--- src/rtl/muldiv_sequencer.sv ---
// Iterative multiply/divide unit that owns the HI/LO pair.
// Signed ops use magnitudes plus sign flags. A 32-step shift-add or restoring-divide pass is followed by one fix-up cycle.
module muldiv_sequencer #(
    parameter int               WIDTH   = 32,
    parameter logic [WIDTH-1:0] DIV0_LO = '1
) (
    input  logic             iCLK,
    input  logic             iRST,
    input  logic             iStart,
    input  logic [2:0]       iOp,
    input  logic [WIDTH-1:0] iA,
    input  logic [WIDTH-1:0] iB,
    input  logic             iReadHiLo,
    output logic [WIDTH-1:0] oHI,
    output logic [WIDTH-1:0] oLO,
    output logic             oBusy,
    output logic             oStall,
    output logic             oDone
);

    localparam int CW = $clog2(WIDTH) + 1;

    typedef enum logic [1:0] {
        IDLE,
        RUN,
        FIX
    } state_t;

    state_t             state;
    state_t             state_next;

    logic [2*WIDTH-1:0] acc;
    logic [WIDTH-1:0]   operand;
    logic               op_div;
    logic               neg_res;
    logic               neg_rem;
    logic [CW-1:0]      count;
    logic [WIDTH-1:0]   hi;
    logic [WIDTH-1:0]   lo;
    logic               done;

    logic               start_md;
    logic               op_is_div;
    logic               op_signed;
    logic               div_zero;
    logic [WIDTH-1:0]   a_mag;
    logic [WIDTH-1:0]   b_mag;

    logic [WIDTH:0]     mul_sum;
    logic [2*WIDTH-1:0] mul_next;
    logic [WIDTH:0]     div_trial;
    logic [2*WIDTH-1:0] div_next;
    logic [2*WIDTH-1:0] prod;
    logic [WIDTH-1:0]   quot;
    logic [WIDTH-1:0]   rem;

    always_comb begin
        start_md  = iStart & ~iOp[2];
        op_is_div = iOp[1];
        op_signed = ~iOp[0];
        div_zero  = op_is_div & (iB == '0);
        a_mag     = (op_signed & iA[WIDTH-1]) ? -iA : iA;
        b_mag     = (op_signed & iB[WIDTH-1]) ? -iB : iB;
    end

    always_comb begin
        // Multiply: acc = {partial product, remaining multiplier bits}.
        mul_sum   = {1'b0, acc[2*WIDTH-1:WIDTH]} + (acc[0] ? {1'b0, operand} : '0);
        mul_next  = {mul_sum, acc[WIDTH-1:1]};
        // Divide: acc = {remainder, quotient}. The trial needs WIDTH+1 bits so the shifted-out MSB is kept.
        div_trial = acc[2*WIDTH-1:WIDTH-1] - {1'b0, operand};
        if (div_trial[WIDTH]) begin
            div_next = {acc[2*WIDTH-2:0], 1'b0};
        end else begin
            div_next = {div_trial[WIDTH-1:0], acc[WIDTH-2:0], 1'b1};
        end
        prod = neg_res ? -acc : acc;
        quot = neg_res ? -acc[WIDTH-1:0] : acc[WIDTH-1:0];
        rem  = neg_rem ? -acc[2*WIDTH-1:WIDTH] : acc[2*WIDTH-1:WIDTH];
    end

    always_ff @(posedge iCLK) begin
        if (iRST) begin
            state <= IDLE;
        end else begin
            state <= state_next;
        end
    end

    always_comb begin
        state_next = state;
        case (state)
            IDLE:    if (start_md && !div_zero) state_next = RUN;
            RUN:     if (count == CW'(WIDTH - 1)) state_next = FIX;
            FIX:     state_next = IDLE;
            default: state_next = IDLE;
        endcase
    end

    always_comb begin
        oBusy  = (state != IDLE);
        oStall = oBusy & (iReadHiLo | (iStart & ~(iOp[2] & iOp[1])));
        oHI    = hi;
        oLO    = lo;
        oDone  = done;
    end

    always_ff @(posedge iCLK) begin
        if (iRST) begin
            hi      <= '0;
            lo      <= '0;
            count   <= '0;
            done    <= 1'b0;
            acc     <= '0;
            operand <= '0;
            op_div  <= 1'b0;
            neg_res <= 1'b0;
            neg_rem <= 1'b0;
        end else begin
            done <= 1'b0;
            case (state)
                IDLE: begin
                    if (iStart) begin
                        if (iOp == 3'b100) begin
                            hi <= iA;
                        end else if (iOp == 3'b101) begin
                            lo <= iA;
                        end else if (!iOp[2]) begin
                            if (div_zero) begin
                                hi   <= iA;
                                lo   <= DIV0_LO;
                                done <= 1'b1;
                            end else begin
                                acc     <= {{WIDTH{1'b0}}, (op_is_div ? a_mag : b_mag)};
                                operand <= op_is_div ? b_mag : a_mag;
                                op_div  <= op_is_div;
                                neg_res <= op_signed & (iA[WIDTH-1] ^ iB[WIDTH-1]);
                                neg_rem <= op_signed & iA[WIDTH-1];
                                count   <= '0;
                            end
                        end
                    end
                end
                RUN: begin
                    acc   <= op_div ? div_next : mul_next;
                    count <= count + 1'b1;
                end
                FIX: begin
                    if (op_div) begin
                        lo <= quot;
                        hi <= rem;
                    end else begin
                        {hi, lo} <= prod;
                    end
                    done <= 1'b1;
                end
                default: ;
            endcase
        end
    end

endmodule

--- config.mk ---
export PLATFORM = sky130hd
export DESIGN_NAME = muldiv_sequencer
export DESIGN_NICKNAME = d
export VERILOG_FILES = /design/src/rtl/muldiv_sequencer.sv
export SDC_FILE = /design/constraint.sdc
export NUM_CORES = 1
export LEC_CHECK = 0
export CAP_MARGIN = 25
export CORE_MARGIN = 5
export CORE_UTILIZATION = 43
export CTS_BUF_LIST = sky130_fd_sc_hd__clkbuf_16
export CTS_CLUSTER_SIZE = 16
export DETAILED_ROUTE_END_ITERATION = 12
export HOLD_SLACK_MARGIN = 0.05
export PLACE_DENSITY_LB_ADDON = 0.12
export RECOVER_POWER = 100
export REMOVE_ABC_BUFFERS = 1
export SLEW_MARGIN = 30
export SYNTH_ARGS = -nofsm -noshare
export SYNTH_HDL_FRONTEND = slang
export SYNTH_SLANG_ARGS = --single-unit
--- constraint.sdc ---
create_clock -name iCLK -period 9.7 [get_ports iCLK]
set_clock_uncertainty 0.2 [all_clocks]
set_input_delay 1.455 -clock iCLK [delete_from_list [all_inputs] [get_ports iCLK]]
set_output_delay 1.455 -clock iCLK [all_outputs]
set_load 0.01 [all_outputs]
==> results of run 1 <==
-- power groups by stage --
stage	logic, mW	clock network (mW)	registers [mW]
after CTS	0.575	0.766	0.778
after global routing	0.629	0.800	0.783
final	0.579	0.762	0.779
after floorplan	0.358	0	0.787
after global placement	0.568	0	0.794
after detailed placement	0.571	0	0.794
-- state kept, by name (all words and copies together) (netlist names) --
name,cells
oDone,1
neg_res,1
operand,32
state,2
count,6
acc,64
oHI,32
op_div,1
oLO,32
neg_rem,1
-- worst min-delay path: stages (launching register included) --
cell and delay, ns:
dfxtp_1 0.31, nand2_1 0.05, a21oi_1 0.05
-- cell usage after synthesis (5+ instances only) --
cell | instances | area [um^2]
nor2_1 | 234 | 878
nand2_1 | 190 | 713
a21oi_1 | 177 | 886
dfxtp_1 | 172 | 3440
o21ai_0 | 151 | 756
clkbuf_1 | 102 | 383
xnor2_1 | 86 | 753
xor2_1 | 84 | 736
ha_1 | 69 | 863
a211oi_1 | 67 | 503
inv_1 | 59 | 221
nor3_1 | 47 | 235
mux2i_1 | 46 | 460
a21o_1 | 37 | 278
o211ai_1 | 32 | 240
a311oi_1 | 25 | 219
nand3_1 | 24 | 120
o31ai_1 | 24 | 180
nor2b_1 | 22 | 138
a31oi_1 | 21 | 131
nand2b_1 | 20 | 125
a22oi_1 | 18 | 135
and3_1 | 18 | 113
nand4_1 | 17 | 106
or3_1 | 16 | 100
buf_2 | 15 | 75.1
nor4_1 | 14 | 87.6
or4_1 | 14 | 105
buf_1 | 11 | 41.3
a221o_1 | 10 | 100
o41ai_1 | 10 | 87.6
o21a_1 | 8 | 60.1
a221oi_1 | 7 | 61.3
nor3b_1 | 7 | 52.6
o21bai_1 | 7 | 52.6
o221ai_1 | 7 | 61.3
or4_4 | 7 | 78.8
mux2_2 | 6 | 67.6
or2_2 | 6 | 37.5
o31a_1 | 5 | 43.8
-- worst max path at each step --
stage / slack [ns] / endpoint
3_3_place_gp: 3.98 / acc[47]
4_1_cts: 4.31 / acc[52]
5_1_grt: 2.52 / acc[52]
2_1_floorplan: 3.33 / acc[47]
3_5_place_dp: 3.86 / acc[47]
6_report: 2.88 / acc[38]
-- per-layer routing --
layer | share of wire | track usage
met3 | 0.076 | 0.0400
met4 | 0.018 | 0.0628
met1 | 0.46 | 0.400
met2 | 0.44 | 0.435
met5 | 0 | 0
-- placed cells by master, fill, tap and decap left out, types with 47 or more instances in the layout --
master / netlist / routed
a211oi_1: 67 / 67
a21oi_1: 177 / 177
clkdlybuf4s50_1: 0 / 65
dfxtp_1: 172 / 171
dlygate4sd3_1: 0 / 70
ha_1: 69 / 69
inv_1: 59 / 61
nand2_1: 190 / 190
nor2_1: 234 / 234
nor3_1: 47 / 47
o21ai_0: 151 / 152
xnor2_1: 86 / 86
xor2_1: 84 / 83
-- cells by family after synthesis --
family | Yosys count
AND/OR/NAND/NOR | 660
AO/OA/AOI/OAI | 644
adder cells (fa/ha/maj) | 71
flip-flops | 172
XOR/XNOR | 170
buffers and inverters | 188
multiplexers | 52
-- per-stage QoR --
| step | setup slack, ns | std cells | hold slack (ns) | util |
|---|---|---|---|---|
| 5_1_grt | 2.52 | 2462 | 0.269 | 0.506 |
| 3_3_place_gp | 3.98 | 2431 | 0.240 | 0.488 |
| 6_report | 2.88 | 2462 | 0.251 | 0.506 |
| 2_1_floorplan | 3.33 | 1829 | 0.226 | - |
| 3_5_place_dp | 3.86 | 2431 | 0.246 | 0.488 |
| 4_1_cts | 4.31 | 2462 | 0.255 | 0.508 |
-- area by class of cell --
cell class              instances  area, um^2  share of cell area
clock buffers                  17         425              0.0257
multi-input cells            1597       10200               0.615
flip-flops and latches        172        3440               0.208
well taps                     442         553              0.0334
inverters                      60         225              0.0136
repair buffers                160        1520              0.0917
clock inverters                14         204              0.0123
==> flow_summary.yaml, run 1 <==
synth:
  yosysSeqAreaShare: 0.240
  synth_xor_area_frac: 0.104
  yosys.area_share.simple: 0.218
  avgSynthCellArea_um2: 7.33
  synth_edf_count: 0
  ys_types: 76
  syn-cell-area_um2: 14300
  synth_compound_area_frac: 0.288
  syn_inst: 1957
  synthFlopType: "dfxtp_1"
  ys_async_sr_fraction: 0
  synth_fa_ha_area_frac: 0.0630
  synth_top_family_by_area: "compound AO/OA/AOI/OAI gates"
  synth.area.mux_share: 0.0368
  ys_ff_latch: 172
  yosysWarnings: 0
finish:
  nets: 2150
  fillers: 3307
  areaGrowthSynthToFinish_pct: 15.4
  drive_gt1_frac: 0.0406
  fin_area_um2: 16600
  n_antenna_cell: 0
setup_path:
  rr_endpoint: "acc[47]"
  crit_path_start_kind: "input pin"
  crit_start: "iB[20]"
  cp_cell_sequence: "dlygate4sd3_1 > or4_1 > nor4b_1 > and4b_1 > nand4b_1 > nand3_2 > buf_4 > nand2_1 > nor2_1 > clkbuf_1 > a22oi_1 > o21ai_0"
  reg2reg_setup_slack_ns: 4.39
  cp-end-kind: "flip-flop"
  cp_num_cells: 12
  r2r_start: "state[0]"
  crit_path_max_fanout: 68
  worst-setup-path-type: "input pin to flip-flop"
  required_ns: 9.86
  slowest_delay_ns: 1.51
  arrival_ns: 6.98
  path_buf_inv: 3
  critPathTopFamily: "buffers and inverters"
  rr_worst_depth: 7
  slowest_stage: "clkbuf_1"
sta:
  hold_viol: 0
  grt_setup_unrepaired: "no"
  worst_pin_slew_ns: 2.13
  setup_viol: 0
  period_share: 0.703
  drv_slew: 181
  clock.fmax_ghz: 0.147
  tns_ns: 0
  fin_crit_ns: 6.82
  maxSlewHeadroom: -0.419
power_and_ir_drop:
  p_comb_frac: 0.273
  ir_worst_vdd_mv: 0.107
  p_sw_mw: 0.707
  clkPwrFrac: 0.359
  switching_share: 0.334
  intPower_mw: 1.41
  total_power_mw: 2.12
  pwr-share-seq: 0.367
  pwr_density_cell_nw_per_um2: 128
  p_leak_nw: 6.49
placement:
  hpwl_mm: 39.5
  dpl_cell_area_um2: 16000
  io_buffers: 137
  gp_congestion: 0.913
clocking:
  clockBufferDepth: 2
  htree_levels: 4
  post_cts_buffers: 0
  cts_made_buffers: 17
  clkLatencyLatePin_ns: 0.44
  cts.sinks: 172
  root_buffer: "clkbuf_16"
  cts-resized-gates: 0
  clk_pin_slew_ns: 0.07
  cts_tree: "built"
  ctsHoldBuffers: 0
outcome:
  status: "finished, violations left"
  violations: "capacitance limit, slew limit"
die:
  start_util: 0.439
  dieWidth_um: 193
  num_rows: 66
  die_area_um2: 37100
  coreArea_um2: 32700
  pin_count: 138
  fp.dieH_um: 193
min_path:
  hp-start: "oHI[0]"
  min_to: "oHI[0]"
  worstHoldPathCells: 2
  hp-class: "flip-flop to flip-flop"
grt:
  track_usage: 0.276
  grt_pass1_wl_mm: 80.2
  grt_max_degree: 94
  grt_pass1_vias: 13700
  grt_overflow: 0
  antenna_found_initial: 0
detailed_routing:
  drt_iter0_markers: 1402
  totalWireLength_mm: 52.6
  wl_per_cell_um: 21.4
  vias: 15100
  first_pass_iters: 6
  post_drt_via_cell_ratio: 6.12
  drc: 0
  ant_nets: 0
job:
  drv_cap: 5
No activity file was read; power rests on OpenSTA's default activity.
==> run 2: changes to the inputs <==
- clock period: 9.7 -> 6.3 ns (I/O delays scaled with it)
==> flow_summary.yaml, run 2 (synthesized netlist as in run 1, its figures left out) <==
power_and_ir_drop:
  pwr_density_cell_nw_per_um2: 187
  p_comb_frac: 0.286
  clkPwrFrac: 0.324
  p_leak_nw: 6.44
  ir_worst_vdd_mv: 0.175
  intPower_mw: 1.98
  switching_share: 0.358
  pwr-share-seq: 0.390
  p_sw_mw: 1.10
  total_power_mw: 3.08
sta:
  tns_ns: 0
  period_share: 0.833
  drv_slew: 65
  clock.fmax_ghz: 0.190
  grt_setup_unrepaired: "no"
  hold_viol: 0
  worst_pin_slew_ns: 1.99
  setup_viol: 0
  finalWorstSetupSlack_ns: 1.05
  maxSlewHeadroom: -0.328
  fin_crit_ns: 5.25
  worst_hold_slack_ns: 0.256
clocking:
  clockBufferDepth: 2
  post_cts_buffers: 0
  clk_pin_slew_ns: 0.07
  cts-resized-gates: 0
  clkLatencyLatePin_ns: 0.45
  htree_levels: 4
  cts.sinks: 172
  root_buffer: "clkbuf_16"
  cts_made_buffers: 17
  cts_tree: "built"
  ctsHoldBuffers: 0
finish:
  area.sequential_um2: 3440
  layout_commonest_cell: "nor2_1"
  final_util: 0.504
  fillers: 3333
  drive_gt1_frac: 0.0435
  areaGrowthSynthToFinish_pct: 15.0
  final_cell_mix: "232 x nor2_1, 190 x nand2_1, 176 x a21oi_1"
  top_register: "acc"
  multiInputGateArea_um2: 10200
  largest_register_ffs: 64
  nets: 2151
placement:
  dpl_worst_slack_ns: 1.41
  hpwl_mm: 39.6
  gp_congestion: 0.946
  io_buffers: 137
die:
  pin_count: 138
  coreArea_um2: 32700
  dieWidth_um: 193
  num_rows: 66
  start_util: 0.439
  fp.dieH_um: 193
  die_area_um2: 37100
detailed_routing:
  drt_iter0_markers: 1729
  totalWireLength_mm: 52.4
  drc: 0
  ant_nets: 0
  vias: 15000
  wl_per_cell_um: 21.3
  post_drt_via_cell_ratio: 6.07
  first_pass_iters: 5
setup_path:
  worst-setup-path-type: "input pin to flip-flop"
  reg2reg_setup_slack_ns: 1.40
  crit_path_max_fanout: 22
  cp-end-kind: "flip-flop"
  r2r_start: "acc[31]"
  rr_endpoint: "acc[61]"
  rr_worst_depth: 14
  required_ns: 6.41
  arrival_ns: 5.36
  crit_path_start_kind: "input pin"
grt:
  grt_max_degree: 98
  grt_pass1_wl_mm: 80.1
  grt_pass1_vias: 13800
  track_usage: 0.276
  antenna_found_initial: 0
  grt_overflow: 0
min_path:
  min_to: "oHI[0]"
  hp-class: "flip-flop to flip-flop"
  worstHoldPathCells: 2
  hp-start: "oHI[0]"
job:
  drv_cap: 2
outcome:
  violations: "capacitance limit, slew limit"
  status: "finished, violations left"
[run 2: cell types whose count changed in the layout (fill, tap and decap cells not counted), moves of 2 or more]
| cell | before | now |
|---|---|---|
| inv_6 | 1 | 3 |
| nor2_1 | 234 | 232 |
| o21ai_0 | 152 | 154 |
| nor2_2 | 2 | 4 |
| clkinvlp_4 | 1 | 7 |
| clkinv_4 | 2 | 0 |
| o21ai_1 | 3 | 1 |
| clkdlybuf4s50_1 | 65 | 67 |
| bufinv_16 | 5 | 0 |
| dlygate4sd3_1 | 70 | 68 |
[run 2: area by class of cell]
cell class              count  area share
diodes                      1    0.000152
clock inverters            15     0.00607
multi-input cells        1597       0.618
repair buffers            161      0.0937
well taps                 442      0.0335
clock buffers              17      0.0258
inverters                  60      0.0137
flip-flops and latches    172       0.209
[run 2: how the worst max path moves through the flow]
stage	start	endpoint	slack, ns	depth (start not counted)
2_1_floorplan	iB[21]	acc[47]	0.44	9
3_3_place_gp	iB[5]	oHI[29]	1.54	12
3_5_place_dp	iB[5]	oHI[19]	1.41	11
4_1_cts	iB[5]	oHI[21]	1.87	11
5_1_grt	iB[20]	oHI[29]	0.84	12
6_report	iB[20]	oHI[29]	1.05	12
[run 2: per-stage QoR]
stage               cells  cell area [um^2]
floorplan            1829             13800
global placement     2431             16000
detailed placement   2432             16000
CTS                  2464             16500
global route         2464             16500
finish               2465             16500
[run 2: layer usage]
| layer | vias up | global-route usage | wire length (um) | part of all wire |
|---|---|---|---|---|
| met5 | - | 0 | 0 | 0 |
| met4 | 0 | 0.0894 | 1410 | 0.027 |
| met3 | 76 | 0.0342 | 3500 | 0.067 |
| met2 | 549 | 0.428 | 23200 | 0.44 |
| met1 | 7113 | 0.398 | 24400 | 0.46 |
| li1 | 7229 | - | - | - |
[run 2: power groups by stage]
stage	Combinational (mW)	Sequential (mW)	Clock [mW]
after floorplan	0.551	1.21	0
after global placement	0.864	1.22	0
after detailed placement	0.869	1.23	0
after CTS	0.875	1.20	1.01
after global routing	0.961	1.21	1.05
final	0.882	1.20	0.998
[run 2: worst max-delay path, stage by stage]
cell and delay, ns:
dlygate4sd3_1 0.58, or4_1 0.61, nor4b_1 0.32, and4b_1 0.42
nand4b_1 0.26, o22ai_1 0.20, a21oi_1 0.14, nor2_1 0.82
clkbuf_1 0.72, o211ai_1 0.16, o21ai_0 0.12, nor2_1 0.05
